===== config.mk =====
export PLATFORM = sky130hd
export DESIGN_NAME = key_uart_tx_top
export DESIGN_NICKNAME = d
export VERILOG_FILES = /design/src/rtl/key_uart_tx_top.sv
export SDC_FILE = /design/constraint.sdc
export NUM_CORES = 1
export LEC_CHECK = 0
export ABC_AREA = 1
export ABC_CLOCK_PERIOD_IN_PS = 2950
export BUFFER_PORTS_ARGS = -buffer_cell sky130_fd_sc_hd__buf_2
export CELL_PAD_IN_SITES_DETAIL_PLACEMENT = 2
export CELL_PAD_IN_SITES_GLOBAL_PLACEMENT = 2
export CORE_ASPECT_RATIO = 1.75
export CORE_MARGIN = 2
export CORE_UTILIZATION = 41
export CTS_BUF_LIST = sky130_fd_sc_hd__clkbuf_16
export DETAILED_ROUTE_END_ITERATION = 8
export PLACE_DENSITY = 0.87
export SYNTH_ARGS = -nofsm -noshare
export SYNTH_HDL_FRONTEND = slang
export SYNTH_SLANG_ARGS = --single-unit

===== constraint.sdc =====
create_clock -name clk -period 2.95 [get_ports clk]
set_clock_uncertainty 0.15 [all_clocks]
set_input_delay 0.59 -clock clk [delete_from_list [all_inputs] [get_ports clk]]
set_output_delay 0.59 -clock clk [all_outputs]
set_load 0.01 [all_outputs]

===== src/rtl/key_uart_tx_top.sv =====
// Push-button UART demo: debounced active-low key sends one UART frame carrying a press counter.
// Define KEY_UART_PARITY_EN to insert an even-parity bit between data bit 7 and stop.
`timescale 1ns/1ps

module key_uart_tx_top #(
    parameter int CLK_FREQ        = 50_000_000,
    parameter int BAUD            = 115200,
    parameter int CLKS_PER_BIT    = CLK_FREQ / BAUD,
    parameter int DEBOUNCE_CYCLES = 1_000_000
) (
    input  logic clk,
    input  logic rst_n,
    input  logic key,
    output logic tx
);

    // state  | meaning
    // IDLE   | line idle high, waiting for a press event
    // START  | start bit (low)
    // DATA   | 8 data bits, LSB first
    // PARITY | even parity over the data byte (KEY_UART_PARITY_EN only)
    // STOP   | stop bit (high), then back to IDLE
    localparam logic [2:0] IDLE   = 3'd0;
    localparam logic [2:0] START  = 3'd1;
    localparam logic [2:0] DATA   = 3'd2;
    localparam logic [2:0] STOP   = 3'd3;
`ifdef KEY_UART_PARITY_EN
    localparam logic [2:0] PARITY = 3'd4;
`endif

    localparam int BW = (CLKS_PER_BIT > 1) ? $clog2(CLKS_PER_BIT) : 1;
    localparam int DW = (DEBOUNCE_CYCLES > 1) ? $clog2(DEBOUNCE_CYCLES) : 1;
    localparam logic [BW-1:0] BAUD_LOAD = BW'(CLKS_PER_BIT - 1);
    localparam logic [DW-1:0] DB_LAST   = DW'(DEBOUNCE_CYCLES - 1);

    logic          key_meta;
    logic          key_sync;
    logic          db_level;
    logic [DW-1:0] db_cnt;
    logic          press_pulse;

    logic [2:0]    state;
    logic [BW-1:0] baud_cnt;
    logic [2:0]    bit_idx;
    logic [7:0]    shreg;
    logic [7:0]    press_cnt;
`ifdef KEY_UART_PARITY_EN
    logic          par_bit;
`endif

    always_ff @(posedge clk or negedge rst_n) begin
        if (!rst_n) begin
            key_meta <= 1'b1;
            key_sync <= 1'b1;
        end else begin
            key_meta <= key;
            key_sync <= key_meta;
        end
    end

    // Level is accepted only after DEBOUNCE_CYCLES consecutive differing samples.
    always_ff @(posedge clk or negedge rst_n) begin
        if (!rst_n) begin
            db_level    <= 1'b1;
            db_cnt      <= '0;
            press_pulse <= 1'b0;
        end else if (key_sync == db_level) begin
            db_cnt      <= '0;
            press_pulse <= 1'b0;
        end else if (db_cnt == DB_LAST) begin
            db_level    <= key_sync;
            db_cnt      <= '0;
            press_pulse <= ~key_sync;
        end else begin
            db_cnt      <= db_cnt + 1'b1;
            press_pulse <= 1'b0;
        end
    end

    always_ff @(posedge clk or negedge rst_n) begin
        if (!rst_n) begin
            state     <= IDLE;
            tx        <= 1'b1;
            baud_cnt  <= '0;
            bit_idx   <= '0;
            shreg     <= '0;
            press_cnt <= '0;
`ifdef KEY_UART_PARITY_EN
            par_bit   <= 1'b0;
`endif
        end else begin
            case (state)
                IDLE: begin
                    tx <= 1'b1;
                    if (press_pulse) begin
                        shreg     <= press_cnt;
`ifdef KEY_UART_PARITY_EN
                        par_bit   <= ^press_cnt;
`endif
                        press_cnt <= press_cnt + 1'b1;
                        tx        <= 1'b0;
                        baud_cnt  <= BAUD_LOAD;
                        state     <= START;
                    end
                end
                START: begin
                    if (baud_cnt == '0) begin
                        baud_cnt <= BAUD_LOAD;
                        tx       <= shreg[0];
                        shreg    <= shreg >> 1;
                        bit_idx  <= '0;
                        state    <= DATA;
                    end else begin
                        baud_cnt <= baud_cnt - 1'b1;
                    end
                end
                DATA: begin
                    if (baud_cnt == '0) begin
                        baud_cnt <= BAUD_LOAD;
                        if (bit_idx == 3'd7) begin
`ifdef KEY_UART_PARITY_EN
                            tx    <= par_bit;
                            state <= PARITY;
`else
                            tx    <= 1'b1;
                            state <= STOP;
`endif
                        end else begin
                            tx      <= shreg[0];
                            shreg   <= shreg >> 1;
                            bit_idx <= bit_idx + 1'b1;
                        end
                    end else begin
                        baud_cnt <= baud_cnt - 1'b1;
                    end
                end
`ifdef KEY_UART_PARITY_EN
                PARITY: begin
                    if (baud_cnt == '0) begin
                        baud_cnt <= BAUD_LOAD;
                        tx       <= 1'b1;
                        state    <= STOP;
                    end else begin
                        baud_cnt <= baud_cnt - 1'b1;
                    end
                end
`endif
                STOP: begin
                    if (baud_cnt == '0) begin
                        state <= IDLE;
                    end else begin
                        baud_cnt <= baud_cnt - 1'b1;
                    end
                end
                default: begin
                    state <= IDLE;
                    tx    <= 1'b1;
                end
            endcase
        end
    end

endmodule


==> flow_summary.json <==
{
  "timing.critical_path.buf_inv": 3,
  "clk_latency_ps": 300,
  "gp_congestion": 0.771,
  "htreeDepth": 2,
  "finalPower_uw": 1470,
  "chipWidth_um": 70.2,
  "finalMaxSlewViolations": 0,
  "max_clock_freq_ghz": 0.473,
  "rows": 42,
  "ys_types": 31,
  "grt_pass1_vias": 3076,
  "start_util_pct": 41.8,
  "yosysSeqAreaShare_pct": 44.0,
  "r2r_setup_slack_ps": 830,
  "cp-end-kind": "register",
  "cts_tree": "built",
  "ys_ff_latch": 55,
  "cp_max_fo": 16,
  "synthToLayoutAreaGrowth_pct": 8.80,
  "ios": 4,
  "postCtsSetupRepairBufs": 0,
  "status": "completed",
  "muxShareOfSynthArea_pct": 1.91,
  "hold_viol": 0,
  "hold_buffers": 0,
  "viasPerCell": 5.32,
  "drt_wl_total_um": 9520,
  "ctsRootBufferMaster": "clkbuf_16",
  "clk_pin_slew_ps": 80,
  "cp_slowest_cell": "dfrtp_1",
  "relSlewSlack_pct": 50.1,
  "cp_cell_sequence": "inv_1 > ha_1 > inv_2 > nor2_4 > inv_4 > nand2_2 > nor2_2 > nand3_4 > nand2_1 > o21ai_2",
  "avgRoutedWirePerCell_um": 19.3,
  "tightest_slew_ps": 749,
  "cts_resized": 0,
  "grt_max_degree": 56,
  "antenna_cells": 0,
  "synthesis.instances": 394,
  "dp.cells": 484,
  "synthXorXnorAreaFrac_pct": 5.30,
  "finalCritPeriodShare_pct": 71.7,
  "synth-simple-area-share_pct": 31.7,
  "dp_hpwl_um": 7110,
  "coreArea_um2": 7510,
  "worstSetupPathType": "register to register",
  "cp.required_ps": 2980,
  "synthAdderAreaFrac_pct": 3.98,
  "initialDrtViolationCount": 56,
  "synthesis.area_um2": 3140,
  "synth_compound_area_share_pct": 6.17,
  "power_leakage_uw": 0.00166,
  "die_h_um": 120,
  "irDropWorstVdd_mv": 0.356,
  "fillerInstances": 890,
  "synth_warnings": 0,
  "layout.nets": 416,
  "min_period_ps": 2120,
  "crit_path_start_kind": "register",
  "io_buffers": 3,
  "setup_viol": 0,
  "synth_nets": 407,
  "antenna_found_initial": 0,
  "synth.avg_cell_area_um2": 7.97,
  "grt-ovfl-total": 0,
  "min_path_cells": 0,
  "cp_top_family": "simple AND/OR/NAND/NOR gates",
  "clock_sinks": 55,
  "cap_violations": 0,
  "remaining_drc_errors": 0,
  "slowest_delay_ps": 410,
  "dieArea_um2": 8410,
  "cp.depth": 10,
  "layoutNonFillerInstCount": 492,
  "timing.setup.tns_ps": 0,
  "route.vias.total": 2618,
  "antenna_left": 0,
  "cts_inserted_buffers": 5,
  "power_density_nw_per_um2": 431,
  "drive_above_1_share_pct": 13.6,
  "grtUsageTotal_pct": 24.6,
  "synth_top_family_by_area": "simple AND/OR/NAND/NOR gates",
  "worstPathArrival_ps": 2150,
  "holdCritPathClass": "register to register",
  "rsz0062_at_grt": "false",
  "grt_pass1_wl_um": 15800,
  "clock_path_buffers": 2,
  "r2r_cells": 10,
  "first_pass_iters": 4
}
## stage by stage
stage	setup slack [ps]	util, %	instance area, um^2	hold slack [ps]
6_report	834	45.5	3420	206
5_1_grt	692	45.5	3420	216
4_1_cts	790	45.5	3420	208
3_5_place_dp	916	43.3	3260	197
3_3_place_gp	1020	43.3	3260	196
2_1_floorplan	1210	-	3140	144
## metal layers
metal  GRT usage [%]  vias to the layer above  part of all wire, %
li1                -                     1251                    -
met1            22.8                     1321                   34
met2            51.3                       26                   62
met3            3.11                       20                  1.4
met4            9.86                        0                  3.0
met5               0                        -                    0
## state kept, by name, summed over array words and instances, names as in the netlist
signal	count
db_level	1
shreg	8
press_pulse	1
key_meta	1
db_cnt	20
tx	1
baud_cnt	9
key_sync	1
press_cnt	8
bit_idx	3
state	2
## Yosys cell counts
cell type,n,share of area (%)
nand3_2,1,0.32
o21ai_0,12,1.9
nor2_2,4,0.80
nand2_4,2,0.72
inv_1,45,5.4
xnor2_1,9,2.5
nand3_4,1,0.56
buf_4,1,0.24
inv_2,6,0.72
nand4_1,9,1.8
o21bai_1,2,0.48
buf_6,1,0.36
ha_1,10,4.0
nand3_1,19,3.0
nand2_1,96,11
mux2i_1,6,1.9
nand2_2,9,1.8
clkinv_1,1,0.12
dfrtp_1,51,41
a21oi_2,1,0.28
a21oi_1,8,1.3
xor2_1,10,2.8
nor3_2,3,0.96
nor2_1,61,7.3
or2_2,1,0.20
dfstp_2,4,3.3
nor2_4,4,1.4
o21ai_2,8,2.2
inv_4,1,0.20
and2_1,1,0.20
nor3_1,7,1.1
## where the power goes
part           total [uW]  switching (uW)  internal [uW]
clock network         675             279            396
registers             763            3.42            759
logic                34.1            27.7           6.40
## layout by cell type (no fill, tap or decap), types with 2 or more instances in the layout
cell type,instances
a21oi_1,8
buf_2,3
clkbuf_16,5
dfrtp_1,51
dfstp_2,4
ha_1,10
inv_1,47
inv_2,6
mux2i_1,6
nand2_1,96
nand2_2,9
nand2_4,2
nand3_1,19
nand4_1,9
nor2_1,61
nor2_2,4
nor2_4,4
nor3_1,7
nor3_2,3
o21ai_0,12
o21ai_2,8
o21bai_1,2
xnor2_1,9
xor2_1,10
## cell families after synthesis
group / count (synthesis)
compound gates: 31
xor+xnor: 19
fa+ha+maj: 10
buf+inv: 55
flops: 55
mux: 6
simple gates: 218
## worst register-to-register path, delay by kind of cell (launching register included)
family,cells,cell delay (ps)
AND/OR/NAND/NOR,5,730
flip-flops,1,410
buffers and inverters,3,340
adder cells (fa/ha/maj),1,300
AO/OA/AOI/OAI,1,80
## final timing paths
check | startpoint | to
hold reg to reg | key_meta | key_sync
setup reg to reg | state[0] | shreg[3]
min in group asynchronous | rst_n | baud_cnt[5]
max in group asynchronous | rst_n | bit_idx[1]
setup / recovery | state[0] | shreg[3]
hold / removal | key_meta | key_sync
## layout make-up
cell class | instances | area, um^2 | area share [%]
Multi-Input combinational cell | 284 | 1540 | 45.1
Sequential cell | 55 | 1380 | 40.4
Clock buffer | 5 | 125 | 3.66
Timing Repair Buffer | 4 | 22.5 | 0.659
Tap cell | 88 | 110 | 3.22
Inverter | 53 | 201 | 5.89
Clock inverter | 3 | 37.5 | 1.10
(Power assumes the default switching activity.)
